[src/rtl/cpsr_cond_stage.sv]
// Execute-to-writeback stage: ARM condition evaluation, CPSR flag state,
// one-entry writeback register and saturating annulled-instruction counter.
module cpsr_cond_stage #(
  parameter int DATA_WIDTH = 32,
  parameter int CNT_WIDTH  = 16
) (
  input  logic                  clk,
  input  logic                  reset,
  input  logic                  ex_valid,
  output logic                  ex_ready,
  input  logic [3:0]            ex_cond,
  input  logic [4:0]            ex_op,
  input  logic                  ex_setflags,
  input  logic [3:0]            ex_rd,
  input  logic [DATA_WIDTH-1:0] ex_result,
  input  logic [3:0]            ex_flags,
  input  logic                  ex_shift_carry,
  input  logic                  flush,
  output logic                  wb_valid,
  input  logic                  wb_ready,
  output logic [3:0]            wb_rd,
  output logic [DATA_WIDTH-1:0] wb_result,
  output logic                  wb_we,
  output logic                  cond_pass,
  output logic [3:0]            cpsr_flags,
  output logic [CNT_WIDTH-1:0]  annul_count
);

  localparam logic [CNT_WIDTH-1:0] CNT_MAX = {CNT_WIDTH{1'b1}};
  localparam logic [CNT_WIDTH-1:0] CNT_ONE =
    {{(CNT_WIDTH-1){1'b0}}, 1'b1};

  logic       fv, fn, fc, fz;
  logic       is_arith;
  logic       is_cmp;
  logic       accept;
  logic       upd_flags;
  logic [3:0] nxt_flags;

  assign {fv, fn, fc, fz} = cpsr_flags;

  always_comb begin
    cond_pass = 1'b0;
    unique case (ex_cond)
      4'h0: cond_pass = fz;
      4'h1: cond_pass = !fz;
      4'h2: cond_pass = fc;
      4'h3: cond_pass = !fc;
      4'h4: cond_pass = fn;
      4'h5: cond_pass = !fn;
      4'h6: cond_pass = fv;
      4'h7: cond_pass = !fv;
      4'h8: cond_pass = fc & !fz;
      4'h9: cond_pass = !fc | fz;
      4'ha: cond_pass = (fn == fv);
      4'hb: cond_pass = (fn != fv);
      4'hc: cond_pass = !fz & (fn == fv);
      4'hd: cond_pass = fz | (fn != fv);
      4'he: cond_pass = 1'b1;
      4'hf: cond_pass = 1'b0;
    endcase
  end

  always_comb begin
    is_arith = 1'b0;
    case (ex_op)
      5'b00010, 5'b00011, 5'b00100,
      5'b01010, 5'b01011: is_arith = 1'b1;
      default:            is_arith = 1'b0;
    endcase
  end

  assign is_cmp    = (ex_op[4:2] == 3'b010);
  assign ex_ready  = !reset & (!wb_valid | wb_ready);
  assign accept    = ex_valid & ex_ready & !flush;
  assign upd_flags = accept & cond_pass & (ex_setflags | is_cmp);

  // Logical ops keep V and take C from the shifter.
  assign nxt_flags = is_arith ? ex_flags
                   : {fv, ex_flags[2], ex_shift_carry, ex_flags[0]};

  always_ff @(posedge clk or posedge reset) begin
    if (reset) begin
      wb_valid    <= 1'b0;
      wb_we       <= 1'b0;
      wb_rd       <= '0;
      wb_result   <= '0;
      cpsr_flags  <= 4'b0000;
      annul_count <= '0;
    end else begin
      if (accept) begin
        wb_valid  <= 1'b1;
        wb_rd     <= ex_rd;
        wb_result <= ex_result;
        wb_we     <= cond_pass & !is_cmp;
      end else if (wb_ready) begin
        wb_valid <= 1'b0;
        wb_we    <= 1'b0;
      end
      if (upd_flags)
        cpsr_flags <= nxt_flags;
      if (accept && !cond_pass && annul_count != CNT_MAX)
        annul_count <= annul_count + CNT_ONE;
    end
  end

endmodule

[config.mk]
export PLATFORM = sky130hd
export DESIGN_NAME = cpsr_cond_stage
export DESIGN_NICKNAME = d
export VERILOG_FILES = /design/src/rtl/cpsr_cond_stage.sv
export SDC_FILE = /design/constraint.sdc
export NUM_CORES = 1
export LEC_CHECK = 0
export ABC_AREA = 1
export CAP_MARGIN = 25
export CORE_MARGIN = 2
export CORE_UTILIZATION = 24
export CTS_CLUSTER_SIZE = 40
export DETAILED_ROUTE_END_ITERATION = 16
export PLACE_DENSITY = 0.52
export SYNTH_ARGS = -nofsm -noshare
export SYNTH_HDL_FRONTEND = slang
export SYNTH_SLANG_ARGS = --single-unit
[constraint.sdc]
create_clock -name clk -period 3.5 [get_ports clk]
set_clock_uncertainty 0.1 [all_clocks]
set_input_delay 0.875 -clock clk [delete_from_list [all_inputs] [get_ports clk]]
set_output_delay 0.875 -clock clk [all_outputs]
set_load 0.02 [all_outputs]
==> impl_metrics.py <==
metrics = {
    "drt": {
        "wl_per_cell_um": 12.53,
        "m1WireLength_um": 3674,
        "wl_met3_um": 574,
        "finalWirelength_um": 8079,
        "drt_iter0_drc": 149,
        "routed.top_layer": "met4",
        "met2WireLength_um": 3746,
        "vias": 2779,
        "drt-pass1-iter-count": 12,
        "drtAntennaViolNets": 0,
        "drc": 3,
        "routed_via_density": 4.309,
    },
    "power_and_ir_drop": {
        "vdd_ir_drop_max_v": 0.0001934,
        "power.density_nw_per_um2": 556.0,
        "p_leak_nw": 2.157,
    },
    "synth": {
        "ys_types": 26,
        "yosysTopAreaCellShare": 0.5081,
        "synthArstFlopShare": 1.000,
        "synthCells": 378,
        "yosys-top-cells-area": "dfrtp_1 (51%), nand2_1 (25%), nand3_1 (4.9%), inv_1 (3.9%), xor2_1 (2.5%)",
        "synth_top_area_cell": "dfrtp_1",
        "synth_ff_type": "dfrtp_1",
        "avgSynthCellArea_um2": 7.557,
        "syn_area_um2": 2856,
        "synth-edff-count": 0,
        "ys_ff_latch": 58,
        "ys_warn_count": 0,
        "yosysSeqAreaShare": 0.5081,
        "ys_top_cells_by_count": "nand2_1 (192), dfrtp_1 (58), inv_1 (30)",
        "syn_nets": 435,
        "yosysMostFrequentCell": "nand2_1",
    },
    "cts": {
        "clock_latency_ns": 0.32,
        "cts_made_buffers": 9,
        "clock_path_buffers": 2,
        "clk_pin_slew_worst_paths_ns": 0.05,
        "postCtsSetupRepairBufs": 0,
        "cts.hold.buffers_added": 0,
        "cts_root_buf": "clkbuf_16",
        "cts_max_level": 3,
        "cts_tree": "done",
        "cts_sinks": 58,
    },
    "sta": {
        "relSlewSlack": 0.4845,
        "rsz0062_at_grt": "false",
        "timing.fmax_mhz": 295.8,
        "slew_violations": 0,
        "post-route-period-util": 0.9658,
        "max_slew.worst_pin.slew_ns": 0.7732,
        "finalHoldViolCount": 0,
        "finalSetupTns_ns": 0,
        "finalCriticalPeriod_ns": 3.380,
        "setup_viol": 0,
        "setup_slack_ns": 0.1197,
    },
    "worst_setup_path": {
        "cp_cell_sequence": "clkdlybuf4s50_1 > inv_1 > o21ai_0 > nand2_1 > nand3_1 > nand2_1 > nand2_1 > nand2_1 > inv_1 > clkdlybuf4s15_1",
        "cp_num_buf_inv": 4,
        "cpMostUsedCell": "nand2_1",
        "rrSetupSlack_ns": 1.07,
        "critPathRequiredTime_ns": 2.52,
        "end_kind": "output pin",
        "critical_path_arrival_ns": 2.41,
        "ff2ff_path_depth": 8,
        "cp-startpoint": "ex_cond[2]",
        "cp_max_fo": 3,
        "cpLargestDelayFamily": "buffers and inverters",
        "rr_startpoint": "annul_count[0]$_DFFE_PP0P_",
        "r2r_end": "annul_count[9]$_DFFE_PP0P_",
        "max_stage_delay_ns": 0.52,
        "worst_path_max_delay_cell": "clkdlybuf4s50_1",
        "critPathLaunchType": "primary input",
        "path_class": "in -> out",
    },
    "min_path": {
        "hold_path_end": "wb_result[14]$_DFFE_PP0P_",
        "holdPathStages": 2,
        "hold_start": "wb_result[14]$_DFFE_PP0P_",
        "hp-class": "reg -> reg",
    },
    "finish": {
        "syn2layout_area_growth_pct": 56.99,
        "diodes": 0,
        "drive_above_1_share": 0.05179,
        "nets": 555,
        "fillerInstances": 1237,
        "final_cells": 645,
    },
    "floorplanning": {
        "num_rows": 39,
        "core_um2": 11520,
        "die-area_um2": 12790,
        "io_pins": 116,
        "start_util": 0.2480,
        "die_h_um": 113.1,
        "die_x_um": 113.1,
    },
    "global_route": {
        "grt_pass1_wl_um": 13470,
        "antenna_found_initial": 0,
        "grt_max_degree": 59,
        "grt_pass1_vias": 2840,
        "grt_use_total": 0.1302,
        "grt-ovfl-total": 0,
    },
    "run_status": {
        "status": "complete, but fails checks",
        "violations": "design-rule violations",
    },
    "place": {
        "dp.cells": 630,
        "place_ws_ns": -0.2418,
        "routabilityCongestion": 0.8830,
        "portBuffers": 115,
        "hpwl_um": 5792,
    },
    "job": {
        "maxCapViolCount": 0,
    },
}
cell usage in the layout (no fill, tap or decap):
master | Yosys | final
nand2_1 | 192 | 192
clkdlybuf4s50_1 | 0 | 112
dfrtp_1 | 58 | 58
inv_1 | 30 | 29
nand3_1 | 28 | 28
nor2_1 | 15 | 15
clkbuf_16 | 0 | 9
xor2_1 | 8 | 8
o21ai_0 | 7 | 7
nor3_1 | 7 | 6
xnor2_1 | 6 | 6
buf_4 | 1 | 6
clkbuf_8 | 0 | 3
a21oi_1 | 2 | 2
o21ai_1 | 2 | 2
nand4_1 | 2 | 2
inv_2 | 0 | 1
nor3_2 | 0 | 1
a21oi_4 | 1 | 1
nand3_2 | 1 | 1
nor2_4 | 1 | 1
or4_1 | 1 | 1
nand2_4 | 1 | 1
o211ai_1 | 1 | 1
o21bai_1 | 1 | 1
nand3b_1 | 1 | 1
ha_1 | 1 | 1
clkbuf_1 | 5 | 1
clkinv_2 | 0 | 1
bufinv_16 | 0 | 1
dlygate4sd2_1 | 0 | 1
dlymetal6s2s_1 | 0 | 1
clkdlybuf4s15_1 | 0 | 1
cell families (layout without fill, tap and decap cells):
family          count (synthesis)  after routing  share of synthesized area
compound gates                 14             14                    0.03023
xor+xnor                       14             14                    0.04293
fa+ha+maj                       1              1                   0.004380
buf+inv                        42            166                    0.06001
flops                          58             58                     0.5081
simple gates                  249            249                     0.3544
power breakdown:
part	switching (mW)	leakage [nW]	internal [mW]	total (mW)
combinational	0.377	1.27	0.340	0.716
clock	0.295	0.152	0.604	0.899
sequential	0.0954	0.738	0.783	0.878
total	0.767	2.16	1.73	2.49
registers in the layout (all words and copies together), names as in the netlist:
signal and cells:
annul_count 16, cpsr_flags 4, wb_rd 4, wb_result 32, wb_valid 1, wb_we 1
cell type report:
| type | count | area (um^2) | share of cell area |
|---|---|---|---|
| clock buffers | 13 | 270.3 | 0.06027 |
| well taps | 143 | 178.9 | 0.03990 |
| flip-flops and latches | 58 | 1451 | 0.3237 |
| clock inverters | 2 | 35.03 | 0.007813 |
| multi-input cells | 278 | 1239 | 0.2762 |
| repair buffers | 121 | 1197 | 0.2670 |
| inverters | 30 | 112.6 | 0.02511 |
routing by layer:
metal  vias to the layer above  GRT usage
met5                         -          0
met4                         0    0.04146
met3                         8    0.04713
met2                        82     0.2084
met1                      1283     0.1644
li1                       1406          -
tightest hold or removal path: stages (launching register included):
cell and delay [ns]:
dfrtp_1 0.34, nand2_1 0.05, nand2_1 0.04
what timing repair did:
action	in CTS	in global routing
gates resized for setup	2	2
endpoints found under the setup margin	1	1
gates cloned	0	0
pin swaps	0	0
worst max-delay path by stage:
stage / to / slack, ns / depth (start not counted)
2_1_floorplan: ex_ready / 0.05 / 3
3_3_place_gp: cond_pass / -0.12 / 13
3_5_place_dp: cond_pass / -0.24 / 13
4_1_cts: cond_pass / 0.02 / 10
5_1_grt: cond_pass / 0.03 / 10
6_report: cond_pass / 0.12 / 10
metrics by stage:
stage               total power, mW  instance area (um^2)    util  hold WS, ns
global route                  2.637                  4484  0.3894       0.3898
finish                        2.493                  4484  0.3894       0.3646
global placement              1.600                  4178  0.3628       0.3549
detailed placement            1.611                  4178  0.3628       0.3591
floorplan                     1.230                  2856       -       0.4844
CTS                           2.537                  4481  0.3891       0.3725
Power figures use the tool's default switching activity.
==> edit: new RTL, same flow settings <==
The parameter `DATA_WIDTH` goes from 32 to 64.
--- a/src/rtl/cpsr_cond_stage.sv
+++ b/src/rtl/cpsr_cond_stage.sv
@@ -2,5 +2,5 @@
 // one-entry writeback register and saturating annulled-instruction counter.
 module cpsr_cond_stage #(
-  parameter int DATA_WIDTH = 32,
+  parameter int DATA_WIDTH = 64,
   parameter int CNT_WIDTH  = 16
 ) (
Ports: changed (resized ex_result and wb_result); port bits go from 116 to 180. No check against the original RTL was run, so the function may have changed too.
==> edit against the unedited design <==
Sequential cell count increased by 32. Final cell count up 40%. Synthesized area up 39%. Hold slack improved by 0.0047 ns. Cell area increased by 42%. Worst setup slack better by 0.084 ns. Non-clock buffer count increased by 67. First-iteration DRC count is 0.67% lower. Wire length is 41% higher. Total power rose by 44%. Largest cell class unchanged.
==> edit: results (changes against the unedited design) <==
status: complete, no violations (was finished with violations)
Synth area leaders: dfrtp_1, nand2_1, inv_1 (was dfrtp_1, nand2_1, nand3_1)
GP Congestion: 0.833 (was 0.883)
P_leak: 3.06 nW (was 2.16 nW)
Min-Delay Startpoint: wb_result[23] (was wb_result[14])
Crit. Startpoint: ex_cond[0] (was ex_cond[2])
first drt pass iteration count: 4 (was 12)
Cell Int Power: 2.46 mW (was 1.73 mW)
Reg2Reg Depth: 10 (was 8)
Starting Density: 24.3% (was 24.8%)
grt met1 use: 15.7% (was 16.4%)
worst-path fanout max: 7 (was 3)
insertion delay to the later sink of the worst-skew pair: 0.34 ns (was 0.32 ns)
Max VDD drop: 0.260 mV (was 0.193 mV)
syn nets: 585 (was 435)
Yosys cell types: 28 (was 26)
Metal-1 WL: 4820 um (was 3670 um)
largest net degree at the start of global routing: 71 (was 59)
met2 Use GR: 22.8% (was 20.8%)
sequential share of the synthesized area: 56.7% (was 50.8%)
reg-to-reg endpoint: annul_count[8] (was annul_count[9])
WHS: 0.369 ns (was 0.365 ns)
worst path arrival time: 2.32 ns (was 2.41 ns)
worst reg2reg setup slack: 1.32 ns (was 1.07 ns)
hold path endpoint: wb_result[23] (was wb_result[14])
top cells by count, synth: nand2_1, dfrtp_1, inv_1 (unchanged)
met3 WL: 831 um (was 574 um)
final WL: 11400 um (was 8080 um)
placed cell areas: 0.00604 mm2 (was 0.00418 mm2)
first-pass GRT wire length: 18900 um (was 13500 um)
asr flop ratio synth: 100% (unchanged)
Setup WS pre-CTS: -0.353 ns (was -0.242 ns)
vias in the first global route: 3810 (was 2840)
grt met3 use: 4.71% (about the same)
HPWL Detailed: 8350 um (was 5790 um)
sequential cell power: 1.37 mW (was 878 uW)
met2 WL: 5550 um (was 3750 um)
Tmin final: 3.30 ns (was 3.38 ns)
layout cells sized above 1: 5.71% (was 5.18%)
total number of vias: 3737 (was 2779)
DRT iter0 DRCs: 148 (was 149)
GRT Util Overall: 13.4% (was 13.0%)
largest registers: wb_result: 64 flops, annul_count: 16 flops (was wb_result: 32 flops, annul_count: 16 flops)
## edit: changes by cell type after synthesis, sizes merged, moves of 6 or more
cell    unedited run  this run
dfrtp             58        90
o21ai              9        16
nand3             29        18
inv               30        36
clkbuf             5        13
nand2            193       278
## edit: layout make-up
| type | count | area (um2) |
|---|---|---|
| repair buffers | 188 | 1870 |
| fillers | 1663 | 9960 |
| clock buffers | 13 | 270 |
| well taps | 220 | 275 |
| inverters | 36 | 141 |
| clock inverters | 3 | 68.8 |
| flip-flops and latches | 90 | 2250 |
| multi-input cells | 353 | 1500 |
## edit: cell families (layout without fill, tap and decap cells)
kind of cell	Yosys count	after routing	synth area share, %
AND/OR/NAND/NOR	323	323	32.6
flip-flops	90	90	56.7
AO/OA/AOI/OAI	21	21	2.96
XOR/XNOR	8	8	1.76
buffers and inverters	53	240	5.61
adder cells (fa/ha/maj)	1	1	0.315
## edit: worst max-delay path: stages
cell and delay (ns):
dlygate4sd2_1 0.31, nand2_1 0.10, inv_1 0.05, o21ai_0 0.24, nand3_1 0.12, o21ai_0 0.09, inv_1 0.05, nand2_1 0.09
nand2_1 0.08, inv_1 0.06, clkdlybuf4s15_2 0.25
## edit: stage by stage
stage / power, mW / TNS (ns) / std cells / util (%)
after CTS: 3.64 / 0 / 903 / 39.0
after floorplan: 1.90 / -0.139 / 496 / -
after global routing: 3.79 / 0 / 903 / 39.0
final: 3.58 / 0 / 903 / 39.0
after detailed placement: 2.52 / -0.353 / 887 / 36.9
after global placement: 2.50 / -0.194 / 887 / 36.9
## edit: repair_timing
action	in CTS	in global routing
gates resized for setup	5	1
endpoints found under the setup margin	1	1
pin swaps	0	0
